<file path="config.mk">
export PLATFORM = sky130hd
export DESIGN_NAME = fetch_redirect_ctrl
export DESIGN_NICKNAME = d
export VERILOG_FILES = /design/src/rtl/fetch_pkg.sv /design/src/rtl/fetch_prio_enc.sv /design/src/rtl/fetch_redirect_ctrl.sv
export SDC_FILE = /design/constraint.sdc
export NUM_CORES = 1
export LEC_CHECK = 0
export BUFFER_PORTS_ARGS = -buffer_cell sky130_fd_sc_hd__buf_2
export CORE_MARGIN = 2
export CORE_UTILIZATION = 34
export CTS_CLUSTER_DIAMETER = 80
export DETAILED_ROUTE_END_ITERATION = 6
export GPL_TIMING_DRIVEN = 0
export HOLD_SLACK_MARGIN = 0.03
export SLEW_MARGIN = 20
export SYNTH_ARGS = -nofsm -noshare
export SYNTH_HDL_FRONTEND = slang
export SYNTH_SLANG_ARGS = --single-unit
</file>
<file path="constraint.sdc">
create_clock -name clk -period 6.85 [get_ports clk]
set_input_delay 1.37 -clock clk [delete_from_list [all_inputs] [get_ports clk]]
set_output_delay 1.37 -clock clk [all_outputs]
set_load 0.03 [all_outputs]
</file>
<file path="src/rtl/fetch_pkg.sv">
// Shared encodings for the fetch redirect controller and the PC vector mux.
`default_nettype none

package fetch_pkg;

  typedef enum logic [1:0] {
    STRT  = 2'd0,
    NORM  = 2'd1,
    REDIR = 2'd2
  } state_e;

  localparam int unsigned RSTSRC = 0;

  // Vector select code for exception line k.
  function automatic int unsigned src_code(input int unsigned k);
    return k + 1;
  endfunction

  // Vector select code for the interrupt (one past the last exception).
  function automatic int unsigned int_src(input int unsigned num_expt);
    return num_expt + 1;
  endfunction

endpackage

`default_nettype wire

</file>
<file path="src/rtl/fetch_prio_enc.sv">
// Priority encoder: lowest set request index wins; vld flags any request.
`default_nettype none

module fetch_prio_enc #(
  parameter int W     = 3,
  parameter int IDX_W = 2
) (
  input  logic [W-1:0]     req,
  output logic [IDX_W-1:0] idx,
  output logic             vld
);

  always_comb begin
    idx = '0;
    vld = |req;
    for (int i = W - 1; i >= 0; i--) begin
      if (req[i]) idx = IDX_W'(i);
    end
  end

endmodule

`default_nettype wire

</file>
<file path="src/rtl/fetch_redirect_ctrl.sv">
// Fetch redirect controller: prioritised reset/exception/interrupt redirects
// with multi-cycle hold, preemption and a pending mask for deferred events.
`default_nettype none

module fetch_redirect_ctrl
  import fetch_pkg::*;
#(
  parameter  int NUM_EXPT      = 2,
  parameter  int EXTEND_CYCLES = 1,
  localparam int SRC_W         = $clog2(NUM_EXPT + 2),
  localparam int CNT_W         = $clog2(EXTEND_CYCLES + 1)
) (
  input  logic                clk,
  input  logic                rst,
  input  logic                valid,
  input  logic                flush,
  input  logic                int_req,
  input  logic [NUM_EXPT-1:0] expt,
  output logic                extend,
  output logic                fetch,
  output logic [SRC_W-1:0]    fetchSrc,
  output logic                busy,
  output logic [NUM_EXPT:0]   pending
);

  localparam int NP = NUM_EXPT + 1;
  localparam logic [SRC_W-1:0] INT_CODE = SRC_W'(int_src(NUM_EXPT));
  localparam logic [SRC_W-1:0] RST_CODE = SRC_W'(RSTSRC);

  // Source code <-> priority rank (0 = highest); the mapping is its own inverse.
  function automatic logic [SRC_W-1:0] swap_rank(input logic [SRC_W-1:0] v);
    if (v == INT_CODE)      return RST_CODE;
    else if (v == RST_CODE) return INT_CODE;
    else                    return v;
  endfunction

  // Pending/request bit for a source: bit src-1 (reset has none).
  function automatic logic [NP-1:0] src_mask(input logic [SRC_W-1:0] src);
    if (src == RST_CODE) return '0;
    else                 return NP'(1) << (src - SRC_W'(1));
  endfunction

  state_e           state_q, state_d;
  logic [SRC_W-1:0] cur_src_q, cur_src_d;
  logic [CNT_W-1:0] hold_cnt_q, hold_cnt_d;
  logic [NP-1:0]    pend_q, pend_d;

  logic [NP-1:0]    req_spec, add_mask, drop_mask, pend_base;
  logic [SRC_W-1:0] req_idx, pend_idx, new_src, pend_src;
  logic             req_vld, pend_vld, preempt, take, hold_last;

  assign req_spec = {int_req, expt};

  fetch_prio_enc #(.W(NP), .IDX_W(SRC_W)) u_req_enc (
    .req ({expt, int_req}),
    .idx (req_idx),
    .vld (req_vld)
  );

  assign new_src = swap_rank(req_idx);

  always_comb begin
    preempt   = (state_q == REDIR) && req_vld &&
                (req_idx < swap_rank(cur_src_q));
    take      = req_vld && ((state_q != REDIR) || preempt);
    drop_mask = '0;
    if (take)             drop_mask = drop_mask | src_mask(new_src);
    if (state_q == REDIR) drop_mask = drop_mask | src_mask(cur_src_q);
    add_mask  = req_spec & ~drop_mask;
  end

  // New captures are applied after the flush clear so same-cycle events survive.
  assign pend_base = (flush ? '0 : pend_q) | add_mask;

  fetch_prio_enc #(.W(NP), .IDX_W(SRC_W)) u_pend_enc (
    .req ({pend_base[NUM_EXPT-1:0], pend_base[NUM_EXPT]}),
    .idx (pend_idx),
    .vld (pend_vld)
  );

  assign pend_src  = swap_rank(pend_idx);
  assign hold_last = (hold_cnt_q == CNT_W'(EXTEND_CYCLES - 1));

  always_comb begin
    state_d    = state_q;
    cur_src_d  = cur_src_q;
    hold_cnt_d = hold_cnt_q;
    pend_d     = pend_base;
    case (state_q)
      STRT: begin
        state_d    = REDIR;
        hold_cnt_d = '0;
        cur_src_d  = req_vld ? new_src : RST_CODE;
      end
      NORM: begin
        if (req_vld) begin
          state_d    = REDIR;
          hold_cnt_d = '0;
          cur_src_d  = new_src;
        end
      end
      REDIR: begin
        if (preempt) begin
          cur_src_d  = new_src;
          hold_cnt_d = '0;
        end else if (valid) begin
          if (hold_last) begin
            hold_cnt_d = '0;
            if (pend_vld) begin
              cur_src_d = pend_src;
              pend_d    = pend_base & ~src_mask(pend_src);
            end else begin
              state_d = NORM;
            end
          end else begin
            hold_cnt_d = hold_cnt_q + CNT_W'(1);
          end
        end
      end
      default: state_d = STRT;
    endcase
  end

  always_ff @(posedge clk) begin
    if (!rst) begin
      state_q    <= STRT;
      cur_src_q  <= '0;
      hold_cnt_q <= '0;
      pend_q     <= '0;
    end else begin
      state_q    <= state_d;
      cur_src_q  <= cur_src_d;
      hold_cnt_q <= hold_cnt_d;
      pend_q     <= pend_d;
    end
  end

  assign busy     = (state_q == REDIR);
  assign extend   = busy && valid;
  assign fetch    = busy && valid && (hold_cnt_q == '0);
  assign fetchSrc = (busy && valid) ? cur_src_q : '0;
  assign pending  = pend_q;

endmodule

`default_nettype wire

</file>
Word level (Yosys, flattened, before mapping)
Cells that the tools add are included.
{"block": "classes", "n_addsub": 4, "order_cmp": 1, "n_eq_ne": 14, "n_shift": 3, "mux": 48, "bitwise_logic": 7, "reduce_logical": 18}
{"operator": "two-way mux 3 bit", "count": 17}
{"operator": "two-way mux 2 bit", "count": 24}
{"operator": "zero test 2 bit", "count": 6}
{"operator": "!= test 2 bit, second input constant", "count": 6}
{"operator": "case mux 2 bit (3 select lines)", "count": 2}
{"operator": "AND reduction 5 bit", "count": 2}
{"operator": "<< shifter 1 x 2 -> 3 bit, first input constant", "count": 3}
{"operator": "== test 2 bit, second input constant", "count": 4}
{"operator": "AND 3 bit", "count": 2}
{"operator": "!= test 3 x 2 -> 1 bit, second input constant", "count": 2}
{"operator": "NOT 3 bit", "count": 2}
{"operator": "OR 3 bit", "count": 2}
{"operator": "OR reduction 3 bit", "count": 2}
{"operator": "subtractor 2 x 1 -> 2 bit, second input constant", "count": 3}
{"operator": "logical AND 1 bit", "count": 5}
{"operator": "two-way mux 1 bit", "count": 4}
{"operator": "!= test 3 x 1 -> 1 bit, second input constant", "count": 1}
{"operator": "case mux 1 bit (3 select lines)", "count": 1}
{"operator": "AND reduction 3 bit", "count": 1}
{"operator": "nonzero test 3 bit", "count": 1}
{"operator": "== test 2 x 1 -> 1 bit, second input constant", "count": 1}
{"operator": "< comparator 2 bit", "count": 1}
{"operator": "adder 1 bit, second input constant", "count": 1}
{"operator": "logical OR 1 bit", "count": 1}
{"operator": "NOT 1 bit", "count": 1}
{"block": "word_totals", "reg_bits": 8, "in_bits": 7}

Logic depth before layout (Yosys ltp)
{"block": "logic_depth", "depth_word": 36, "mapped_depth": 9, "depth_no_buf": 8}

Modules after synthesis
From an unflattened synthesis, not the netlist that was laid out.
{"block": "unflattened", "hier_cells": 87, "hier_area_um2": 686.9}
{"mod": "fetch_redirect_ctrl", "n_inst": 1, "cells_per_inst": 81, "area_each_um2": 646.9, "seq_area_each_um2": 140.1}
{"mod": "fetch_prio_enc", "n_inst": 2, "cells_per_inst": 3, "area_each_um2": 20.0, "seq_area_each_um2": 0.0}

Worst setup path before layout
No wires, ideal clock.
{"block": "synth_timing", "kind": "in2reg", "start": "input port int_req", "end": "register cur_src_q[1]", "setup_ns": 0.070, "t_arrival_ns": 3.202, "required_ns": 6.780, "setup_slack_ns": 3.578, "stages": 9, "cell_sequence": "buf_4 > nor3b_1 > ha_1 > a21oi_1 > o31ai_4 > a21oi_4 > nor2b_1 > o32a_1 > a21oi_1"}
{"block": "synth_via", "elab_chain_len": 24, "word_cells_on_any_way": 41, "classes_between": "add/sub: 1; order compare: 1; eq/ne: 6; shift: 1; mux: 18; bitwise: 4; reduce/logical: 10"}
{"item": "start: declaration", "line": "fetch_redirect_ctrl.sv:17", "text": "input logic int_req,"}
{"item": "two-way mux 2 bit", "line": "fetch_prio_enc.sv:17", "text": "if (req[i]) idx = IDX_W'(i);"}
{"item": "zero test 2 bit", "line": "fetch_redirect_ctrl.sv:33", "text": "else if (v == RST_CODE) return INT_CODE;"}
{"item": "two-way mux 2 bit", "line": "fetch_redirect_ctrl.sv:33"}
{"item": "two-way mux 2 bit", "line": "fetch_redirect_ctrl.sv:32", "text": "if (v == INT_CODE) return RST_CODE;"}
{"item": "subtractor 2 x 1 -> 2 bit", "line": "fetch_redirect_ctrl.sv:40", "text": "else return NP'(1) << (src - SRC_W'(1));"}
{"item": "<< shifter 1 x 2 -> 3 bit", "line": "fetch_redirect_ctrl.sv:40"}
{"item": "two-way mux 3 bit", "line": "fetch_redirect_ctrl.sv:39", "text": "if (src == RST_CODE) return '0;"}
{"item": "two-way mux 3 bit", "line": "fetch_redirect_ctrl.sv:67", "text": "if (take) drop_mask = drop_mask | src_mask(new_src);"}
{"item": "[... 8 more ...]"}
{"item": "zero test 2 bit", "line": "fetch_redirect_ctrl.sv:33"}
{"item": "two-way mux 2 bit", "line": "fetch_redirect_ctrl.sv:33"}
{"item": "two-way mux 2 bit", "line": "fetch_redirect_ctrl.sv:32"}
{"item": "two-way mux 2 bit", "line": "fetch_redirect_ctrl.sv:109", "text": "if (pend_vld) begin"}
{"item": "two-way mux 2 bit", "line": "fetch_redirect_ctrl.sv:107", "text": "if (hold_last) begin"}
{"item": "two-way mux 2 bit", "line": "fetch_redirect_ctrl.sv:106", "text": "end else if (valid) begin"}
{"item": "two-way mux 2 bit", "line": "fetch_redirect_ctrl.sv:103", "text": "if (preempt) begin"}
{"item": "case mux 2 bit (3 select lines)", "line": "fetch_redirect_ctrl.sv:89", "text": "case (state_q)"}
{"item": "end signal: assignment", "line": "fetch_redirect_ctrl.sv:132", "text": "cur_src_q <= cur_src_d;"}
{"item": "end: declaration", "line": "fetch_redirect_ctrl.sv:44", "text": "logic [SRC_W-1:0] cur_src_q, cur_src_d;"}
Several ways; a longest one is shown, not always the timed one. The select of a mux whose other input is x is not followed.
A chain may end at the register's enable or synchronous reset.

Worst setup path after layout
Ends and elaborated chain as after synthesis.

==> flow_summary.json <==
{
  "outcome": "finished clean",
  "path_clk_slew_ns": 0.05,
  "post_cts_buffers": 0,
  "drv_cap": 0,
  "pin_count": 15,
  "cp_cell_sequence": "buf_4 -> nor3b_1 -> ha_1 -> a21oi_1 -> o31ai_4 -> a21oi_4 -> nor2b_1 -> o32a_1 -> a21oi_1",
  "tns_ns": 0,
  "clockRootBuffer": "clkbuf_4",
  "max_stage_delay_ns": 0.37,
  "required_ns": 7.03,
  "first_pass_iters": 4,
  "routed_wirelength_um": 1680,
  "fin_ws_ns": 3.55,
  "skew_ns": 0.00342,
  "avgSynthCellArea_um2": 8.67,
  "period_share_pct": 48.1,
  "cts_hold_buf": 0,
  "cts-buffers-inserted": 3,
  "final-setup-viol-count": 0,
  "slew_headroom_pct": 74.2,
  "diodes": 0,
  "fill_cells": 201,
  "ys_seq_elements": 7,
  "routedWlPerCell_um": 13.0,
  "final_area_um2": 866,
  "arrival_ns": 3.48,
  "cp-start-kind": "input port",
  "syn2layout_area_growth_pct": 16.1,
  "rsz0062_at_grt": "false",
  "clk_path_buf_depth": 2,
  "endpoint_kind": "register",
  "layout-drive-gt1-share_pct": 31.4,
  "core_area_um2": 2020,
  "track_usage_pct": 13.8,
  "yosysWarningCount": 0,
  "die_h_um": 50.8,
  "multiInputGateArea_um2": 548,
  "ys_async_sr_fraction_pct": 0,
  "io_buffers": 12,
  "clock-sinks": 7,
  "gp_congestion": 0.759,
  "hpwlAfterDp_um": 1370,
  "hold_viol": 0,
  "fmax_ghz": 0.303,
  "netlist_instances": 86,
  "initial_core_util_pct": 36.9,
  "tightestPinTransition_ns": 0.386,
  "ant_nets": 0,
  "routed_via_density": 5.30,
  "grt_pass1_wl_um": 2750,
  "drt-initial-drc-count": 10,
  "p_per_area_nw_per_um2": 225,
  "slew_violations": 0,
  "synth_cell_types": 41,
  "slowest_stage": "ha_1",
  "cts.htree.levels": 1,
  "power_mw": 0.195,
  "period_needed_ns": 3.30,
  "cp_top_family": "compound AO/OA/AOI/OAI gates",
  "final_nets": 115,
  "path_common_cell": "a21oi_1",
  "ff_latch_area_um2": 140,
  "insertion_delay_ns": 0.25,
  "cts_tree": "yes",
  "dieArea_um2": 2580,
  "die_x_um": 50.8,
  "p_leak_nw": 0.386,
  "grt_overflow": 0,
  "place_ws_ns": 3.32,
  "antenna_found_initial": 0,
  "crit_type": "in2reg",
  "hp-class": "reg2reg",
  "synth-edff-count": 0,
  "synth_ff_type": "dfxtp_1",
  "cts.repair.resized": 0,
  "critPathMaxFanout": 10,
  "cp_num_buf_inv": 1,
  "via_count": 684,
  "synth-seq-area-share_pct": 18.8,
  "grt_max_degree": 11,
  "grt_pass1_vias": 650,
  "syn-cell-area_um2": 746,
  "ir_worst_vdd_mv": 0.128,
  "drc": 0,
  "place_area_um2": 840,
  "row_count": 16,
  "synthesis.nets": 98
}
placed cells by master, fill, tap and decap left out, types with 2 or more instances in the layout:
master | synthesis | routed
clkbuf_4 | 0 | 3
o21ai_0 | 2 | 2
o311a_1 | 2 | 2
inv_1 | 6 | 6
a21oi_1 | 2 | 2
nor3b_1 | 2 | 2
and3_1 | 2 | 2
buf_2 | 1 | 13
nor2b_1 | 6 | 6
buf_4 | 2 | 2
a21oi_2 | 2 | 2
o21ai_1 | 2 | 2
nor2b_4 | 2 | 2
nor2_1 | 10 | 10
nand2_1 | 5 | 5
o32a_1 | 2 | 2
nand3b_1 | 2 | 2
ha_1 | 5 | 5
dfxtp_1 | 7 | 7
nand3_1 | 2 | 2
clkbuf_1 | 1 | 2
worst register-to-register path: cells and delay by family (launching register included):
| kind | cells | cell delay [ns] |
|---|---|---|
| buffers and inverters | 1 | 0.12 |
| AO/OA/AOI/OAI | 5 | 1.14 |
| AND/OR/NAND/NOR | 1 | 0.07 |
| flip-flops | 1 | 0.43 |
| adder cells (fa/ha/maj) | 1 | 0.29 |
worst paths after layout:
kind / slack [ns] / depth (start not counted) / endpoint / from
worst max-delay path: 3.55 / 9 / cur_src_q[1] / int_req
worst min-delay path: 0.58 / 1 / state_q[1] / state_q[1]
worst max register to register: 4.73 / 8 / cur_src_q[1] / cur_src_q[0]
worst min register to register: 0.58 / 1 / state_q[1] / state_q[1]
state kept, by name, summed over array words and instances (netlist names):
register,flops
cur_src_q,2
state_q,2
pending,3
routing by layer:
metal | global-route usage (%) | vias to the layer above | part of all wire (%)
li1 | - | 345 | -
met1 | 18.5 | 318 | 47
met2 | 22.4 | 19 | 44
met3 | 2.92 | 2 | 7.5
met4 | 4.05 | 0 | 0.65
met5 | 0 | - | 0
cell families (layout without fill, tap and decap cells):
kind of cell / Yosys count / in the layout / synth area share [%]
simple gates: 36 / 36 / 28.7
mux: 1 / 1 / 1.34
fa+ha+maj: 5 / 5 / 8.39
compound gates: 26 / 26 / 35.1
flops: 7 / 7 / 18.8
buf+inv: 11 / 27 / 7.72
cell usage after synthesis (5+ instances only):
cell type,count,area [µm²]
dfxtp_1,7,140
ha_1,5,62.6
inv_1,6,22.5
nand2_1,5,18.8
nor2_1,10,37.5
nor2b_1,6,37.5
cell type report:
type | instances | share of cell area (%)
Buffer | 5 | 4.05
Sequential cell | 7 | 16.2
Timing Repair Buffer | 12 | 6.94
Tap cell | 27 | 3.90
Clock buffer | 4 | 3.03
Inverter | 6 | 2.60
Multi-Input combinational cell | 68 | 63.3
power breakdown:
part | leakage, nW | internal, mW | switching (mW)
clock network | 0.0150 | 0.0222 | 0.0147
logic | 0.313 | 0.0413 | 0.0615
registers | 0.0578 | 0.0471 | 0.00767
stage by stage:
step | hold slack (ns) | instances | util (%)
after floorplan | 0.533 | 86 | -
after global routing | 0.617 | 129 | 42.8
after CTS | 0.588 | 129 | 42.8
after global placement | 0.560 | 125 | 41.5
final | 0.580 | 129 | 42.8
after detailed placement | 0.577 | 125 | 41.5
(Power assumes the default switching activity.)
